[src/rtl/serial_unload_reg_pkg.sv]
// Shared definitions for the serial unload register: FSM state encoding.
// Defining SERIAL_UNLOAD_PARITY_EN adds one even-parity bit cycle after the data bits.
package serial_unload_reg_pkg;

    typedef enum logic [1:0] {
        ST_IDLE  = 2'd0,
        ST_SHIFT = 2'd1,
        ST_DONE  = 2'd2
    } state_e;

endpackage

[src/rtl/serial_unload_reg.sv]
// Parallel-in, serial-out transmit register: captures D on Start, shifts it out LSB first.
// Optional macro SERIAL_UNLOAD_PARITY_EN appends an even-parity bit before Done.
module serial_unload_reg
    import serial_unload_reg_pkg::*;
#(
    parameter int unsigned W = 3
) (
    input  logic         CLK,
    input  logic         Resetn,
    input  logic [W-1:0] D,
    input  logic         Start,
    output logic         SerOut,
    output logic         Busy,
    output logic         Done
);

    localparam int unsigned CW = $clog2(W + 1);

    // Count value on which the final SHIFT cycle ends and DONE follows.
`ifdef SERIAL_UNLOAD_PARITY_EN
    localparam logic [CW-1:0] LAST = CW'(W);
`else
    localparam logic [CW-1:0] LAST = CW'(W - 1);
`endif

    state_e        state_q, state_d;
    logic [W-1:0]  shreg_q, shreg_d;
    logic [CW-1:0] count_q, count_d;
    logic          serout_q, serout_d;
    logic          busy_q, busy_d;
    logic          done_q, done_d;

    always_ff @(posedge CLK) begin
        if (!Resetn) begin
            state_q  <= ST_IDLE;
            shreg_q  <= '0;
            count_q  <= '0;
            serout_q <= 1'b0;
            busy_q   <= 1'b0;
            done_q   <= 1'b0;
        end else begin
            state_q  <= state_d;
            shreg_q  <= shreg_d;
            count_q  <= count_d;
            serout_q <= serout_d;
            busy_q   <= busy_d;
            done_q   <= done_d;
        end
    end

    always_comb begin
        state_d = state_q;
        case (state_q)
            ST_IDLE:  if (Start) state_d = ST_SHIFT;
            ST_SHIFT: if (count_q == LAST) state_d = ST_DONE;
            ST_DONE:  state_d = Start ? ST_SHIFT : ST_IDLE;
            default:  state_d = ST_IDLE;
        endcase
    end

    always_comb begin
        shreg_d  = shreg_q;
        count_d  = count_q;
        serout_d = 1'b0;
        busy_d   = 1'b0;
        done_d   = 1'b0;
        case (state_q)
            ST_IDLE, ST_DONE: begin
                if (Start) begin
                    shreg_d  = D;
                    serout_d = D[0];
                    busy_d   = 1'b1;
                    count_d  = '0;
                end
            end
            ST_SHIFT: begin
                if (count_q == LAST) begin
                    done_d = 1'b1;
                end else begin
                    count_d = count_q + 1'b1;
                    busy_d  = 1'b1;
                    for (int unsigned i = 0; i < W; i++) begin
                        if (count_d == CW'(i)) serout_d = shreg_q[i];
                    end
`ifdef SERIAL_UNLOAD_PARITY_EN
                    if (count_q == CW'(W - 1)) serout_d = ^shreg_q;
`endif
                end
            end
            default: ;
        endcase
    end

    assign SerOut = serout_q;
    assign Busy   = busy_q;
    assign Done   = done_q;

endmodule

[config.mk]
export PLATFORM = sky130hd
export DESIGN_NAME = serial_unload_reg
export DESIGN_NICKNAME = d
export VERILOG_FILES = /design/src/rtl/serial_unload_reg_pkg.sv /design/src/rtl/serial_unload_reg.sv
export SDC_FILE = /design/constraint.sdc
export NUM_CORES = 1
export LEC_CHECK = 0
export BUFFER_PORTS_ARGS = -buffer_cell sky130_fd_sc_hd__buf_2
export CORE_AREA = 2 2 39 41
export DETAILED_ROUTE_END_ITERATION = 10
export DIE_AREA = 0 0 41 43
export GPL_ROUTABILITY_DRIVEN = 0
export PLACE_DENSITY = 0.63
export SLEW_MARGIN = 5
export SYNTH_ARGS = -nofsm -noshare
export SYNTH_HDL_FRONTEND = slang
export SYNTH_SLANG_ARGS = --single-unit
[constraint.sdc]
create_clock -name CLK -period 1.9 [get_ports CLK]
set_clock_uncertainty 0.15 [all_clocks]
set_input_delay 0.19 -clock CLK [delete_from_list [all_inputs] [get_ports CLK]]
set_output_delay 0.19 -clock CLK [all_outputs]
set_load 0.01 [all_outputs]
# After elaboration in Yosys (flattened, before gate mapping)
# Index checks and enable logic that the tools add are counted.
dict set report totals {
  register_bits 10
  inputBits 6
  output_inout_bits 3
  wordCells 41
}
dict set report classes {
  addsub 1
  eq_ne 9
  muxes 17
  n_reduce_logical 8
}
# op n
set ops {}
lappend ops {{$mux W1} 9}
lappend ops {{$mux W2} 4}
lappend ops {{$ne A2 B2 Y1 const B} 4}
lappend ops {{$eq A2 B2 Y1 const B} 3}
lappend ops {{$pmux W2 S3} 1}
lappend ops {{$reduce_and A2 Y1} 3}
lappend ops {{$eq A2 B1 Y1 const B} 2}
lappend ops {{$logic_not A2 Y1} 2}
lappend ops {{$pmux W1 S2} 2}
lappend ops {{$pmux W2 S2} 1}
lappend ops {{$reduce_and A3 Y1} 1}
lappend ops {{$add A2 B1 Y2 const B} 1}
lappend ops {{$reduce_bool A2 Y1} 1}
lappend ops {{$reduce_or A2 Y1} 1}

# Logic depth before layout (Yosys ltp)
# Gate-level depths: netlist (run 1).
dict set report logic_depth {
  ltp_word 7
  ltp_mapped 5
  mapped_depth_nobuf 5
}

# Worst setup path after synthesis (run 1)
# OpenSTA, ideal clock, no wires.
dict set report synth_path {
  path_kind {register to register}
  startpoint {register count_q[0]}
  endpoint {register serout_q (netlist: SerOut)}
  setup_time_ps 66
  t_arrival_ps 1423
  required_time_ps 1684
  path_slack_ps 261
  stages_incl_launch_ff 6
  path_buffers 0
  period_less_slack_ps 1639
  cell_sequence {dfxtp_1 > inv_1 > ha_1 > or3b_4 > a221o_1 > a21oi_2}
}
dict set report synth_between {
  elab_chain_len 7
  word_cells_on_any_way 10
  classes_between {add/sub (1); eq/ne (3); mux (5); reduce/logical (1)}
}
# element line_no
set synth_rtl {}
lappend synth_rtl {{start, declared} serial_unload_reg.sv:28} ;# logic [CW-1:0] count_q, count_d;
lappend synth_rtl {{start signal, assigned} serial_unload_reg.sv:44} ;# count_q <= count_d;
lappend synth_rtl {{$add A2 B1 Y2} serial_unload_reg.sv:80} ;# count_d = count_q + 1'b1;
lappend synth_rtl {{$logic_not A2 Y1} serial_unload_reg.sv:83} ;# if (count_d == CW'(i)) serout_d = shreg_q[i];
lappend synth_rtl {{$mux W1 (3 in a row)} serial_unload_reg.sv:83}
lappend synth_rtl {{$mux W1 (*)} serial_unload_reg.sv:77} ;# if (count_q == LAST) begin
lappend synth_rtl {{$pmux W1 S2 (*)} serial_unload_reg.sv:67} ;# case (state_q)
lappend synth_rtl {{end signal, assigned} serial_unload_reg.sv:45} ;# serout_q <= serout_d;
lappend synth_rtl {{end, declared} serial_unload_reg.sv:29} ;# logic serout_q, serout_d;
# Mark *: on every way between the ends. The rest lies on a longest branch, timed or not.
# A chain may end at the register's enable or synchronous reset.

# Final worst setup path (run 1)
# Same ends and word-level chain as after synthesis.

==> impl_metrics.csv, run 1 <==
group,metric,value,unit
hold_path,min_path_type,"in2reg",
power_and_ir_drop,power.sequential.fraction,0.547,
power_and_ir_drop,switching_power,99.4,uW
floorplan,die_h,43,um
critical_path,startpoint,"count_q[0]$_SDFFE_PN0P_",
critical_path,regToRegEndpoint,"SerOut$_SDFF_PN0_",
critical_path,crit_slowest_cell,"or3b_4",
detailed_routing,vias,345,
place,port_buffers,8,
final_layout,fill_cells,140,
clocking,clk_pin_slew_worst_paths,0.06,ns
clocking,post-cts-setup-buffer-count,0,
sta,fin_setup_tns,0,ns
detailed_routing,drc,0,
logic_synthesis,synth_top_family_by_area,"simple AND/OR/NAND/NOR gates",
hold_path,min_from,"D[2]",
logic_synthesis,synth_edf_count,0,
critical_path,worstPathArrival,1.78,ns
power_and_ir_drop,p_per_area,789,nW/um^2
logic_synthesis,synth_nets,56,
floorplan,coreArea,1380,um^2
global_routing,antenna_found_initial,0,
place,place_hpwl,576,um
hold_path,hold_depth,3,
clocking,clk_path_buf_depth,2,
outcome,outcome,"finished, final reports clean",
critical_path,crit_chain,"inv_1 -> ha_1 -> or3b_4 -> a221o_1 -> a21oi_2",
critical_path,rr_startpoint,"count_q[0]$_SDFFE_PN0P_",
sta,finalHoldViolCount,0,
logic_synthesis,yosys.area.top_type_share,0.446,
logic_synthesis,synth_seq_area_share,0.446,
sta,fmaxAchievable,0.576,GHz
logic_synthesis,synthTopCellsByArea,"dfxtp_1 45%, ha_1 11%, a21boi_0 10%, nand2_1 7.5%, and4b_2 5.0%",
logic_synthesis,netlist_instances,46,
logic_synthesis,synthArstFlopShare,0,
logic_synthesis,postSynthAreaPerCell,9.76,um^2
final_layout,drive_gt1_frac,0.281,
final_layout,fin_util,0.384,
critical_path,r2r_setup_slack,0.16,ns
run,cap_viol_max_count,0,
logic_synthesis,synthSimpleGateAreaFrac,0.248,
logic_synthesis,syn_area,449,um^2
logic_synthesis,synth_top_area_cell,"dfxtp_1",
power_and_ir_drop,combPwrFrac,0.128,
critical_path,end_kind,"flop",
logic_synthesis,synth_cell_types,18,
floorplan,fp.dieW,41,um
sta,tightest_slew,0.264,ns
sta,rsz0062_at_grt,"false",
logic_synthesis,yosys.area_share.xor_xnor,0,
critical_path,critPathKind,"reg2reg",
power_and_ir_drop,swShare,0.237,
floorplan,ioPinCount,9,
floorplan,std_cell_rows,14,
sta,relSlewSlack,0.823,
critical_path,worst_r2r_path_depth,5,
place,placed_cells,70,
global_routing,overflow,0,
power_and_ir_drop,ir_drop,227,uV
logic_synthesis,ys.flop_type,"dfxtp_1",
detailed_routing,vias_per_cell,4.73,
clocking,clock-root-buffer,"clkbuf_4",
clocking,ctsHoldBuffers,0,
place,dp_slack,0.170,ns
power_and_ir_drop,p_leak,0.000228,uW
sta,min_period,1.74,ns
logic_synthesis,ys_ff_latch,10,
power_and_ir_drop,power,420,uW
critical_path,worst-path-max-fanout,5,
clocking,cts_buffers,3,
final_layout,area_delta_synth_final,18.4,%
power_and_ir_drop,intPower,320,uW
sta,finalSetupViolations,0,
logic_synthesis,synth-compound-area-share,0.170,
clocking,cts.sinks,10,
detailed_routing,antenna_left,0,
logic_synthesis,synthMuxAreaShare,0,
global_routing,first_global_vias,330,
detailed_routing,first_pass_iters,2,
critical_path,slowest_delay,0.41,ns
logic_synthesis,ys.warnings.count,0,
critical_path,cp_data_required_time,1.94,ns
clocking,ctsResizeCount,0,
global_routing,grtUsageTotal,0.120,
clocking,h-tree-depth,1,
final_layout,fin_cells,73,
final_layout,diodes,0,
sta,fin_crit_sh,0.913,
power_and_ir_drop,pwr-share-clk,0.326,
global_routing,grt_pass1_wl,1.30,mm
critical_path,start_kind,"flop",
logic_synthesis,synthAdderAreaFrac,0.111,
sta,slew_viol_final,0,
detailed_routing,wl_per_cell,10.5,um
detailed_routing,drtIter0Drc,3,
clocking,tritoncts,"yes",
floorplan,dieArea,1760,um^2
hold_path,min_to,"shreg_q[2]$_SDFFE_PN0P_",
clocking,clk_latency,0.26,ns
detailed_routing,wl,763,um
final_layout,nets,69,
floorplan,start_util,0.325,
sta,setup_ws,0.165,ns
global_routing,grt_max_degree,11,
## through the flow
step | area (um^2) | hold WS (ns)
5_1_grt | 532 | 0.0294
6_report | 532 | 0.0286
3_5_place_dp | 509 | 0.302
2_1_floorplan | 449 | 0.158
3_3_place_gp | 509 | 0.293
4_1_cts | 532 | 0.0219
## logic make-up (layout without fill, tap and decap cells)
| logic type | after synthesis | count (layout) |
|---|---|---|
| adder cells (fa/ha/maj) | 4 | 4 |
| flip-flops | 10 | 10 |
| AO/OA/AOI/OAI | 10 | 10 |
| AND/OR/NAND/NOR | 19 | 19 |
| buffers and inverters | 3 | 14 |
## power groups by stage
stage	sequential, uW	clock (uW)	combinational (uW)
after CTS	230	145	54.3
after detailed placement	234	0	54.0
after global routing	232	156	60.7
final	229	137	53.6
after global placement	234	0	53.3
after floorplan	234	0	34.6
## cells in the final DEF, fill, tap and decap left out, drive strengths merged
master | netlist | final
ha | 4 | 4
a21boi | 6 | 6
nand2 | 9 | 9
nand3b | 1 | 1
nand3 | 1 | 1
nor3 | 1 | 1
or3b | 1 | 1
buf | 0 | 8
a221o | 1 | 1
clkbuf | 0 | 3
nor3b | 1 | 1
dfxtp | 10 | 10
nor2 | 1 | 1
a21oi | 2 | 2
and2b | 1 | 1
nand2b | 1 | 1
o21a | 1 | 1
and4b | 2 | 2
inv | 3 | 3
## final cells by class
class                      instances  area [um^2]  share of cell area
clock buffer                       3         22.5              0.0424
inverter                           3         11.3              0.0212
multi-input combinational         33          238               0.447
sequential                        10          200               0.376
tap                               16         20.0              0.0376
timing repair buffer               8         40.0              0.0753
## flip-flops by register name, indices dropped and copies added, names as in the netlist
name and cells:
Busy 1, Done 1, state_q 2, SerOut 1, count_q 2, shreg_q 3
## critical path: cells and delay by family (launching register included)
| kind | cells | cell delay, ns |
|---|---|---|
| adder cells (fa/ha/maj) | 1 | 0.24 |
| AO/OA/AOI/OAI | 2 | 0.41 |
| flip-flops | 1 | 0.37 |
| AND/OR/NAND/NOR | 1 | 0.41 |
| buffers and inverters | 1 | 0.09 |
## cells in the mapped netlist, types with 2 or more instances
| library cell | instances |
|---|---|
| a21boi_0 | 6 |
| and4b_2 | 2 |
| dfxtp_1 | 10 |
| ha_1 | 4 |
| inv_1 | 3 |
| nand2_1 | 9 |
## per-layer routing
metal  part of all wire  track usage  up-vias
li1                   -            -      184
met1               0.47        0.126      148
met2               0.44        0.156        9
met3              0.045       0.0471        4
met4              0.041        0.140        0
met5                  0            0        -
## worst max path at each step
stage | endpoint | slack, ns
3_3_place_gp | SerOut$_SDFF_PN0_ | 0.22
6_report | SerOut$_SDFF_PN0_ | 0.16
3_5_place_dp | SerOut$_SDFF_PN0_ | 0.17
2_1_floorplan | SerOut$_SDFF_PN0_ | 0.26
4_1_cts | SerOut$_SDFF_PN0_ | 0.15
5_1_grt | SerOut$_SDFF_PN0_ | 0.04
(Power assumes the default switching activity.)
==> run 2: changes to the inputs <==
==> constraint.sdc (replaced) <==
create_clock -name CLK -period 1.9 [get_ports CLK]
set_clock_uncertainty 0.15 [all_clocks]
set_input_delay 0.095 -clock CLK [delete_from_list [all_inputs] [get_ports CLK]]
set_output_delay 0.095 -clock CLK [all_outputs]
set_load 0.01 [all_outputs]
==> run 2 against run 1 <==
Effect of this change:
- worst hold slack improved by 0.10 ns
- combinational power increased by 12%
- non-clock buffer count rose by 4
- maximum frequency unchanged
- register-to-register slack about the same
- final cell count rose by 5.5%
- clock-buffer cell count did not move
- die area is the same
- critical endpoint unchanged
==> impl_metrics.csv, run 2 (synthesized netlist as in run 1, its figures left out) <==
group,metric,value,unit
clocking,cts_buffers,3,
place,port_buffers,8,
final_layout,diodes,0,
clocking,tritoncts,"yes",
floorplan,start_util,0.325,
floorplan,die_h,43,um
clocking,ctsHoldBuffers,4,
sta,fin_setup_tns,0,ns
final_layout,reg_top3,"shreg_q: 3 flops, count_q: 2 flops, state_q: 2 flops",
run,cap_viol_max_count,0,
outcome,outcome,"finished, final reports clean",
sta,finalSetupViolations,0,
critical_path,critPathKind,"reg2reg",
detailed_routing,wl,784,um
sta,fin_crit_sh,0.913,
clocking,clk_path_buf_depth,2,
final_layout,largest_reg_flops,3,
critical_path,start_kind,"flop",
detailed_routing,vias_per_cell,4.74,
floorplan,fp.dieW,41,um
critical_path,worstPathArrival,1.78,ns
clocking,cts.sinks,10,
detailed_routing,drc,0,
clocking,ctsResizeCount,0,
sta,tightest_slew,0.264,ns
detailed_routing,antenna_left,0,
final_layout,top_register,"shreg_q",
clocking,clk_pin_slew_worst_paths,0.06,ns
sta,slew_viol_final,0,
detailed_routing,first_pass_iters,2,
detailed_routing,vias,365,
global_routing,grtUsageTotal,0.124,
clocking,h-tree-depth,1,
place,dpl_cell_area,509,um^2
global_routing,first_global_vias,347,
clocking,clock-root-buffer,"clkbuf_4",
floorplan,dieArea,1760,um^2
power_and_ir_drop,ir_drop,227,uV
sta,finalHoldViolCount,0,
final_layout,mostFrequentLayoutCell,"dfxtp_1",
final_layout,final_area,572,um^2
place,place_hpwl,576,um
floorplan,ioPinCount,9,
global_routing,grt_pass1_wl,1.35,mm
sta,min_period,1.74,ns
hold_path,min_path_type,"in2reg",
sta,relSlewSlack,0.823,
final_layout,nets,73,
detailed_routing,wl_per_cell,10.2,um
global_routing,grt_max_degree,11,
clocking,clk_latency,0.26,ns
power_and_ir_drop,power,426,uW
final_layout,drive_gt1_frac,0.262,
global_routing,antenna_found_initial,0,
clocking,post-cts-setup-buffer-count,0,
final_layout,final_cell_mix,"10 x dfxtp_1, 9 x nand2_1, 8 x buf_2",
final_layout,area_delta_synth_final,27.3,%
critical_path,cp_data_required_time,1.94,ns
sta,fmaxAchievable,0.576,GHz
floorplan,std_cell_rows,14,
critical_path,end_kind,"flop",
critical_path,worst-path-max-fanout,5,
detailed_routing,drtIter0Drc,3,
power_and_ir_drop,p_leak,0.000245,uW
sta,rsz0062_at_grt,"false",
power_and_ir_drop,p_per_area,745,nW/um^2
floorplan,coreArea,1380,um^2
global_routing,overflow,0,
## run 2: worst max-delay path: stages, from the launching register on
cell     delay [ns]
dfxtp_1        0.37
inv_1          0.09
ha_1           0.24
or3b_4         0.41
a221o_1        0.28
a21oi_2        0.13
## run 2: final timing paths
kind,from,slack (ns),depth (start not counted),end
worst min register to register,shreg_q[1]$_SDFFE_PN0P_,0.32,2,shreg_q[1]$_SDFFE_PN0P_
worst min-delay path,Start,0.13,4,shreg_q[1]$_SDFFE_PN0P_
worst max register to register,count_q[0]$_SDFFE_PN0P_,0.16,5,SerOut$_SDFF_PN0_
worst max-delay path,count_q[0]$_SDFFE_PN0P_,0.16,5,SerOut$_SDFF_PN0_
## run 2: cell type report
cell class                      instances  area, um^2
Fill cell                             135         812
Multi-Input combinational cell         33         238
Sequential cell                        10         200
Timing Repair Buffer                   12        80.1
Clock buffer                            3        22.5
Tap cell                               16        20.0
Inverter                                3        11.3
## run 2: power breakdown
part	switching [uW]	leakage (uW)	total, uW	internal [uW]
registers	7.70	0.0000820	229	222
clock network	63.9	0.0000138	137	72.7
logic	28.7	0.000149	59.9	31.1
total	100	0.000245	426	326
## run 2: metal layers
metal  vias up  wire (um)  global-route usage
met5         -          0                   0
met4         0         31               0.140
met3         4         35              0.0471
met2         9        348               0.166
met1       160        368               0.129
li1        192          -                   -
## run 2: through the flow
step	setup WS, ns	hold slack, ns	std cells	utilization
6_report	0.165	0.131	77	0.413
5_1_grt	0.0434	0.162	77	0.413
4_1_cts	0.154	0.126	77	0.413
3_5_place_dp	0.170	0.207	70	0.368
3_3_place_gp	0.217	0.198	70	0.368
2_1_floorplan	0.261	0.0625	46	-
==> run 3: changes to the inputs <==
==> constraint.sdc (replaced) <==
create_clock -name CLK -period 1.8 [get_ports CLK]
set_clock_uncertainty 0.15 [all_clocks]
set_input_delay 0.09 -clock CLK [delete_from_list [all_inputs] [get_ports CLK]]
set_output_delay 0.09 -clock CLK [all_outputs]
set_load 0.01 [all_outputs]
==> run 3 against run 2 <==
Effect of this change:
- clock power is 5% higher
- via count unchanged
- core utilization up 0.090 points
- critical path type unchanged
- largest power group unchanged
- highest routed layer unchanged
==> impl_metrics.csv, run 3 (synthesized netlist as in run 1, its figures left out) <==
group,metric,value,unit
global_routing,met2_usage,0.166,
critical_path,slowest_delay,0.41,ns
sta,min_period,1.69,ns
critical_path,crit_chain,"inv_1 -> ha_1 -> or3b_4 -> a221o_1 -> a21oi_2",
critical_path,start_kind,"flop",
final_layout,reg_top3,"shreg_q: 3 flops, count_q: 2 flops, state_q: 2 flops",
final_layout,largest_reg_flops,3,
detailed_routing,drtIter0Drc,3,
sta,fin_hold_ws,0.126,ns
power_and_ir_drop,p_leak,0.000245,uW
detailed_routing,wl_per_cell,10.2,um
clocking,clock-root-buffer,"clkbuf_4",
floorplan,start_util,0.325,
global_routing,antenna_found_initial,0,
sta,slew_viol_final,0,
clocking,h-tree-depth,1,
global_routing,grt_use_met3,0.0471,
sta,relSlewSlack,0.823,
hold_path,min_path_type,"in2reg",
global_routing,first_global_vias,347,
floorplan,coreArea,1380,um^2
clocking,cts_buffers,3,
critical_path,worst-path-max-fanout,5,
floorplan,ioPinCount,9,
detailed_routing,drc,0,
global_routing,grtUsageTotal,0.124,
global_routing,busiest_layer,"met2",
place,place_hpwl,576,um
place,placed_cells,70,
final_layout,top_register,"shreg_q",
detailed_routing,vias_per_cell,4.74,
critical_path,cpLargestDelayFamily,"compound AO/OA/AOI/OAI gates",
power_and_ir_drop,p_per_area,786,nW/um^2
place,port_buffers,8,
clocking,post-cts-setup-buffer-count,0,
clocking,clk_latency,0.26,ns
detailed_routing,vias,365,
final_layout,drive_gt1_frac,0.279,
sta,fin_setup_tns,0,ns
final_layout,diodes,0,
critical_path,crit_slowest_cell,"or3b_4",
final_layout,nets,73,
clocking,tritoncts,"yes",
global_routing,grt_pass1_wl,1.35,mm
power_and_ir_drop,ir_drop,240,uV
clocking,clk_path_buf_depth,2,
global_routing,overflow,0,
critical_path,end_kind,"flop",
clocking,cts.sinks,10,
outcome,outcome,"finished, final reports clean",
clocking,clk_pin_slew_worst_paths,0.06,ns
detailed_routing,wl,785,um
floorplan,fp.dieW,41,um
sta,fmaxAchievable,0.592,GHz
critical_path,worstPathArrival,1.73,ns
critical_path,critPathKind,"reg2reg",
floorplan,std_cell_rows,14,
final_layout,fin_cells,77,
detailed_routing,antenna_left,0,
floorplan,die_h,43,um
sta,tightest_slew,0.264,ns
sta,rsz0062_at_grt,"false",
run,cap_viol_max_count,0,
final_layout,fin_util,0.414,
sta,fin_crit_sh,0.938,
final_layout,area_delta_synth_final,27.6,%
critical_path,cp_data_required_time,1.84,ns
final_layout,final_cell_mix,"9 x dfxtp_1, 9 x nand2_1, 8 x buf_2",
global_routing,use_met1,0.129,
sta,finalSetupViolations,0,
detailed_routing,first_pass_iters,2,
floorplan,dieArea,1760,um^2
critical_path,cp.buffers_inverters,1,
sta,finalHoldViolCount,0,
global_routing,grt_max_degree,11,
[run 3: cell count changes in the layout (fill, tap and decap cells not counted)]
cell     previous run  this run
dfxtp_1            10         9
dfxtp_2             0         1
[run 3: through the flow]
stage	setup slack, ns	total power, uW	area [um^2]
global route	0.00408	481	573
detailed placement	0.0704	304	509
floorplan	0.161	284	449
CTS	0.0542	459	572
global placement	0.117	303	509
finish	0.111	450	573
[run 3: final cells by class]
class	instances	area, um^2
Fill cell	135	811
Multi-Input combinational cell	33	238
Sequential cell	10	201
Timing Repair Buffer	12	80.1
Clock buffer	3	22.5
Tap cell	16	20.0
Inverter	3	11.3
[run 3: worst paths after layout]
| path | from | end | slack [ns] | depth (start not counted) |
|---|---|---|---|---|
| min reg2reg | shreg_q[1]$_SDFFE_PN0P_ | shreg_q[1]$_SDFFE_PN0P_ | 0.32 | 2 |
| max | count_q[0]$_SDFFE_PN0P_ | SerOut$_SDFF_PN0_ | 0.11 | 5 |
| min | Start | shreg_q[1]$_SDFFE_PN0P_ | 0.13 | 4 |
| max reg2reg | count_q[0]$_SDFFE_PN0P_ | SerOut$_SDFF_PN0_ | 0.11 | 5 |
[run 3: where the power goes]
group | total (uW) | leakage (uW) | internal (uW) | switching (uW)
clock network | 144 | 0.0000138 | 76.8 | 67.6
registers | 243 | 0.0000823 | 234 | 8.13
logic | 63.2 | 0.000149 | 32.9 | 30.3
[run 3: worst register-to-register path, delay by kind of cell, from the launching register on]
family,cells,cell delay (ns)
compound gates,2,0.41
fa+ha+maj,1,0.24
buf+inv,1,0.07
flops,1,0.35
simple gates,1,0.41
[run 3: what timing repair did]
action | in CTS | in global routing
setup endpoints to repair | 0 | 1
hold buffers | 4 | 0
gates resized for setup | 0 | 1
hold endpoints to repair | 5 | 0
[run 3: per-layer routing]
layer | vias to the layer above | wire length [um]
li1 | 192 | -
met3 | 4 | 35
met5 | - | 0
met2 | 9 | 348
met4 | 0 | 31
met1 | 160 | 369
